--- config.mk ---
export PLATFORM = sky130hd
export DESIGN_NAME = config_loader_flat
export DESIGN_NICKNAME = d
export VERILOG_FILES = /design/src/rtl/config_loader_if.sv /design/src/rtl/config_loader.sv /design/src/flat_wrapper.sv
export SDC_FILE = /design/constraint.sdc
export NUM_CORES = 1
export LEC_CHECK = 0
export CORE_AREA = 2 2 112 81
export CTS_CLUSTER_SIZE = 24
export DETAILED_ROUTE_END_ITERATION = 8
export DIE_AREA = 0 0 114 83
export GPL_TIMING_DRIVEN = 0
export HOLD_SLACK_MARGIN = 0.06
export PLACE_DENSITY = 0.77
export REMOVE_ABC_BUFFERS = 1
export SKIP_CTS_REPAIR_TIMING = 1
export SYNTH_ARGS = -nofsm -noshare
export SYNTH_HDL_FRONTEND = slang
export SYNTH_SLANG_ARGS = --single-unit
--- constraint.sdc ---
create_clock -name clk -period 2.9 [get_ports clk]
set_input_delay 0.435 -clock clk [delete_from_list [all_inputs] [get_ports clk]]
set_output_delay 0.435 -clock clk [all_outputs]
set_load 0.01 [all_outputs]
--- src/rtl/config_loader_if.sv ---
// config_loader_if: word-source handshake and latch-array drive bundle for config_loader.
interface config_loader_if #(
    parameter int WORD_W    = 32,
    parameter int NUM_WORDS = 44,
    parameter int IDX_W     = 6
);
    logic                 io_start;
    logic                 io_abort;
    logic [WORD_W-1:0]    io_word_in;
    logic                 io_word_valid;
    logic                 io_word_ready;
    logic [WORD_W-1:0]    io_d_out;
    logic [NUM_WORDS-1:0] io_configs_en;
    logic [IDX_W-1:0]     io_word_idx;
    logic                 io_busy;
    logic                 io_done;

    modport master (
        output io_start, io_abort, io_word_in, io_word_valid,
        input  io_word_ready, io_d_out, io_configs_en, io_word_idx, io_busy, io_done
    );

    modport slave (
        input  io_start, io_abort, io_word_in, io_word_valid,
        output io_word_ready, io_d_out, io_configs_en, io_word_idx, io_busy, io_done
    );
endinterface

--- src/rtl/config_loader.sv ---
// config_loader: streams NUM_WORDS config words into a latch array with glitch-free one-hot gate strobes.
module config_loader #(
    parameter int WORD_W    = 32,
    parameter int NUM_WORDS = 44
) (
    input logic            clk,
    input logic            reset,
    config_loader_if.slave bus
);
    localparam int IDX_W = 6;
    localparam logic [IDX_W-1:0] LAST = IDX_W'(NUM_WORDS - 1);
    localparam logic [NUM_WORDS-1:0] ONE = NUM_WORDS'(1);

    typedef enum logic [2:0] {IDLE, WAIT, SETUP, STROBE, HOLD, DONE} state_t;

    state_t               state, state_n;
    logic [IDX_W-1:0]     idx, idx_n;
    logic [WORD_W-1:0]    d, d_n;
    logic [NUM_WORDS-1:0] en, en_n;
    logic                 busy, busy_n, done, done_n;

    wire idle_like = (state == IDLE) || (state == DONE);

    // Outputs are registered from their next-state values so latch gates never glitch.
    always_ff @(posedge clk or negedge reset) begin
        if (!reset) begin
            state <= IDLE;
            idx   <= '0;
            d     <= '0;
            en    <= '0;
            busy  <= 1'b0;
            done  <= 1'b0;
        end else begin
            state <= state_n;
            idx   <= idx_n;
            d     <= d_n;
            en    <= en_n;
            busy  <= busy_n;
            done  <= done_n;
        end
    end

    always_comb begin
        state_n = bus.io_abort         ? IDLE :
                  idle_like            ? (bus.io_start ? WAIT : state) :
                  (state == WAIT)      ? (bus.io_word_valid ? SETUP : WAIT) :
                  (state == SETUP)     ? STROBE :
                  (state == STROBE)    ? HOLD :
                  (state == HOLD)      ? ((idx == LAST) ? DONE : WAIT) :
                                         IDLE;
    end

    always_comb begin
        idx_n  = (bus.io_abort || (idle_like && bus.io_start)) ? '0 :
                 (state == HOLD && idx != LAST)                ? idx + IDX_W'(1) :
                                                                 idx;
        d_n    = (state == WAIT && bus.io_word_valid && !bus.io_abort) ? bus.io_word_in : d;
        en_n   = (state_n == STROBE) ? ONE << idx_n : '0;
        busy_n = state_n inside {WAIT, SETUP, STROBE, HOLD};
        done_n = (state_n == DONE);
    end

    assign bus.io_word_ready = (state == WAIT);
    assign bus.io_d_out      = d;
    assign bus.io_configs_en = en;
    assign bus.io_word_idx   = idx;
    assign bus.io_busy       = busy;
    assign bus.io_done       = done;
endmodule

--- src/flat_wrapper.sv ---
// flat-port wrapper written by rule: the top's interface ports become plain ports
module config_loader_flat 
#(
    parameter int WORD_W    = 32,
    parameter int NUM_WORDS = 44
)
  (clk, reset, bus_io_start, bus_io_abort, bus_io_word_in, bus_io_word_valid, bus_io_word_ready, bus_io_d_out, bus_io_configs_en, bus_io_word_idx, bus_io_busy, bus_io_done);
  config_loader_if #(.WORD_W(WORD_W), .NUM_WORDS(NUM_WORDS), .IDX_W((6))) bus_i ();
  input logic clk;
  input logic reset;
  input wire logic [$bits(bus_i.io_start)-1:0] bus_io_start;
  input wire logic [$bits(bus_i.io_abort)-1:0] bus_io_abort;
  input wire logic [$bits(bus_i.io_word_in)-1:0] bus_io_word_in;
  input wire logic [$bits(bus_i.io_word_valid)-1:0] bus_io_word_valid;
  output wire logic [$bits(bus_i.io_word_ready)-1:0] bus_io_word_ready;
  output wire logic [$bits(bus_i.io_d_out)-1:0] bus_io_d_out;
  output wire logic [$bits(bus_i.io_configs_en)-1:0] bus_io_configs_en;
  output wire logic [$bits(bus_i.io_word_idx)-1:0] bus_io_word_idx;
  output wire logic [$bits(bus_i.io_busy)-1:0] bus_io_busy;
  output wire logic [$bits(bus_i.io_done)-1:0] bus_io_done;
  assign bus_i.io_start = bus_io_start;
  assign bus_i.io_abort = bus_io_abort;
  assign bus_i.io_word_in = bus_io_word_in;
  assign bus_i.io_word_valid = bus_io_word_valid;
  assign bus_io_word_ready = bus_i.io_word_ready;
  assign bus_io_d_out = bus_i.io_d_out;
  assign bus_io_configs_en = bus_i.io_configs_en;
  assign bus_io_word_idx = bus_i.io_word_idx;
  assign bus_io_busy = bus_i.io_busy;
  assign bus_io_done = bus_i.io_done;
  config_loader #(.WORD_W(WORD_W), .NUM_WORDS(NUM_WORDS)) u_core (.clk(clk), .reset(reset), .bus(bus_i));
endmodule
==> impl_metrics.env <==
export IMPL_ys_top_cells_by_area="dfrtp_1 59%, mux2_4 12%, nor2_1 4.9%"
export IMPL_fin_crit_sh_pct=83.08
export IMPL_maxSlewHeadroom_pct=34.13
export IMPL_drive_gt1_share_pct=17.34
export IMPL_p_seq_share_pct=41.4
export IMPL_clk_latency_ns=0.33
export IMPL_htreeDepth=3
export IMPL_yosysMostFrequentCell="dfrtp_1"
export IMPL_start_util_pct=44.21
export IMPL_synth_common_cells="87 x dfrtp_1, 48 x nor2_1, 30 x mux2_4, 11 x nand2b_1, 9 x nand2_1"
export IMPL_setup_tns_ns=0
export IMPL_crit_arrival_ns=2.62
export IMPL_ant_nets=0
export IMPL_cts_sinks=87
export IMPL_ioPinCount=122
export IMPL_ys_warnings_count=0
export IMPL_met2_length_um=3908
export IMPL_muxShareOfSynthArea_pct=14.05
export IMPL_place_inst=487
export IMPL_async_flop_share_pct=100.0
export IMPL_num_vias=2503
export IMPL_endpoint_kind="flip-flop"
export IMPL_synth_compound_area_share_pct=4.718
export IMPL_cts_tree="built"
export IMPL_skew_ns=0.007306
export IMPL_critPathBufInv=0
export IMPL_critical_path_top_delay_family="compound AO/OA/AOI/OAI gates"
export IMPL_grt_pass1_vias=2703
export IMPL_p_comb_share_pct=26.6
export IMPL_netlist_area_sq_um=3686
export IMPL_diodes=0
export IMPL_worst_r2r_path_depth=6
export IMPL_hold_path_class="in -> async"
export IMPL_timing_rr_start="u_core.bus.io_word_idx[0]"
export IMPL_maxCapViolCount=0
export IMPL_crit_chain="ha_1 > nand4b_4 > o21ai_4 > mux2i_1 > o21bai_1 > nor2_1"
export IMPL_rows=28
export IMPL_ys_seq_area_share_pct=59.06
export IMPL_met1Wirelength_um=3793
export IMPL_switching_share_pct=24.96
export IMPL_start_kind="flip-flop"
export IMPL_dr_pass1_iters=4
export IMPL_synth_xor_area_share_pct=1.901
export IMPL_p_total_mw=3.754
export IMPL_final_max_slew_violation_count=0
export IMPL_rsz0062_at_grt="false"
export IMPL_syn_inst=272
export IMPL_internal_power_mw=2.817
export IMPL_synth_ff_type="dfrtp_1"
export IMPL_fin_cells=503
export IMPL_ys_types=54
export IMPL_worst_pin_slew_ns=0.9860
export IMPL_final_nets=431
export IMPL_yosys_area_share_adder_pct=0.3394
export IMPL_die_area_sq_um=9462
export IMPL_vias_per_cell=4.976
export IMPL_rrSetupSlack_ns=0.49
export IMPL_period_minus_slack_ns=2.409
export IMPL_leakagePower_nw=2.317
export IMPL_worstSetupStartpoint="u_core.bus.io_word_idx[0]"
export IMPL_ys_seq_elements=87
export IMPL_clk_path_buf_depth=2
export IMPL_status="complete, no violations"
export IMPL_reg2reg_to="u_core.bus.io_configs_en[1]"
export IMPL_critical_path_max_stage_delay_ns=0.56
export IMPL_antenna_found_initial=0
export IMPL_synth_top_family_by_area="simple AND/OR/NAND/NOR gates"
export IMPL_drtIter0Drc=66
export IMPL_cts_made_buffers=9
export IMPL_synth_top_area_share_pct=59.06
export IMPL_synth_area_per_cell_sq_um=13.55
export IMPL_crit_fanout=12
export IMPL_route_met3_wl_um=1025
export IMPL_drcViolationCount=0
export IMPL_avgRoutedWirePerCell_um=17.55
export IMPL_yosysTopAreaCell="dfrtp_1"
export IMPL_power_frac_clock_pct=32.1
export IMPL_synth_enable_flop_cells=0
export IMPL_worst_hold_slack_ns=0.09016
export IMPL_wl_um=8829
export IMPL_cts_root_buf="clkbuf_16"
export IMPL_core_area_sq_um=8338
export IMPL_synthToLayoutAreaGrowth_pct=42.06
export IMPL_die_x_um=114
export IMPL_maxUsedRoutingLayer="met4"
export IMPL_setup_viol=0
export IMPL_slowest_stage="dfrtp_1"
export IMPL_ir_drop_mv=0.3272
export IMPL_grt_usage_pct=19.50
export IMPL_finalHoldViolations=0
export IMPL_io_buffers=121
export IMPL_cp_data_required_time_ns=3.11
export IMPL_power_density_nw_per_um2=716.9
export IMPL_post_dp_hpwl_um=6373
export IMPL_post_synth_and_or_nand_nor_area_fraction_pct=15.78
export IMPL_path_clk_slew_ns=0.06
export IMPL_gp_congestion=0.7201
export IMPL_die_h_um=83
export IMPL_fmax_mhz=415.1
export IMPL_overflow=0
export IMPL_p_sw_mw=0.9369
export IMPL_grt_max_degree=47
export IMPL_grt_pass1_wl_um=14160
export IMPL_path_class="reg -> reg"
per-stage QoR:
stage | setup WS [ns] | utilization (%) | area (sq um)
after floorplan | 0.8635 | - | 3560
after global placement | -1.556 | 58.79 | 4902
after detailed placement | 0.3049 | 59.00 | 4920
after CTS | 0.4344 | 62.80 | 5236
after global routing | 0.2404 | 62.80 | 5236
final | 0.4907 | 62.80 | 5236
routing by layer:
| layer | up-vias | track usage [%] |
|---|---|---|
| met2 | 101 | 29.76 |
| li1 | 1155 | - |
| met1 | 1235 | 25.04 |
| met5 | - | 0 |
| met3 | 12 | 9.416 |
| met4 | 0 | 4.989 |
area by class of cell:
cell class                 count  area (sq um)
tap                          105         131.4
sequential                    87          2177
clock buffer                  11         252.7
timing repair buffer         122          1229
clock inverter                 5         63.81
multi-input combinational    166          1356
inverter                       7         26.28
fill                         678          3102
flip-flops by register name (all words and copies together), names as in the netlist:
register / cells
u_core.bus.io_configs_en: 44
u_core.bus.io_word_idx: 6
u_core.bus.io_busy: 1
u_core.bus.io_d_out: 32
u_core.state: 3
u_core.bus.io_done: 1
worst max path at each step:
stage / end / cells after the start
after floorplan: u_core.bus.io_d_out[0] / 4
after global placement: u_core.bus.io_d_out[22] / 1
after detailed placement: u_core.bus.io_d_out[0] / 7
after CTS: u_core.bus.io_configs_en[1] / 6
after global routing: u_core.bus.io_configs_en[1] / 6
final: u_core.bus.io_configs_en[1] / 6
layout by cell type (no fill, tap or decap), types with 2 or more instances in the layout:
cell / instances
mux2_1: 2
nand3_1: 2
and3_1: 2
inv_6: 2
nand2b_1: 11
clkbuf_8: 2
inv_1: 5
nand3_2: 2
nor2b_1: 2
clkbuf_16: 9
a21oi_1: 4
dfrtp_1: 87
nor3b_1: 2
xnor2_1: 4
mux2_4: 30
nand4_1: 4
nor2_1: 48
clkdlybuf4s50_1: 120
inv_2: 2
o21bai_1: 3
and4bb_2: 2
nand2_1: 9
nor3_1: 4
mux2i_1: 2
or4_1: 2
xor2_1: 4
power by group through the flow:
stage | clock network (mW) | logic [mW] | registers [mW]
floorplan | 0 | 0.334 | 1.66
global placement | 0 | 0.985 | 1.56
detailed placement | 0 | 1.00 | 1.58
CTS | 1.23 | 1.01 | 1.56
global route | 1.29 | 1.06 | 1.58
finish | 1.20 | 0.997 | 1.55
cells by family (layout without fill, tap and decap cells):
group | count (synthesis) | after routing
AO/OA/AOI/OAI | 20 | 20
XOR/XNOR | 8 | 8
adder cells (fa/ha/maj) | 1 | 1
buffers and inverters | 19 | 145
flip-flops | 87 | 87
multiplexers | 36 | 36
AND/OR/NAND/NOR | 101 | 101
(Power assumes the default switching activity.)
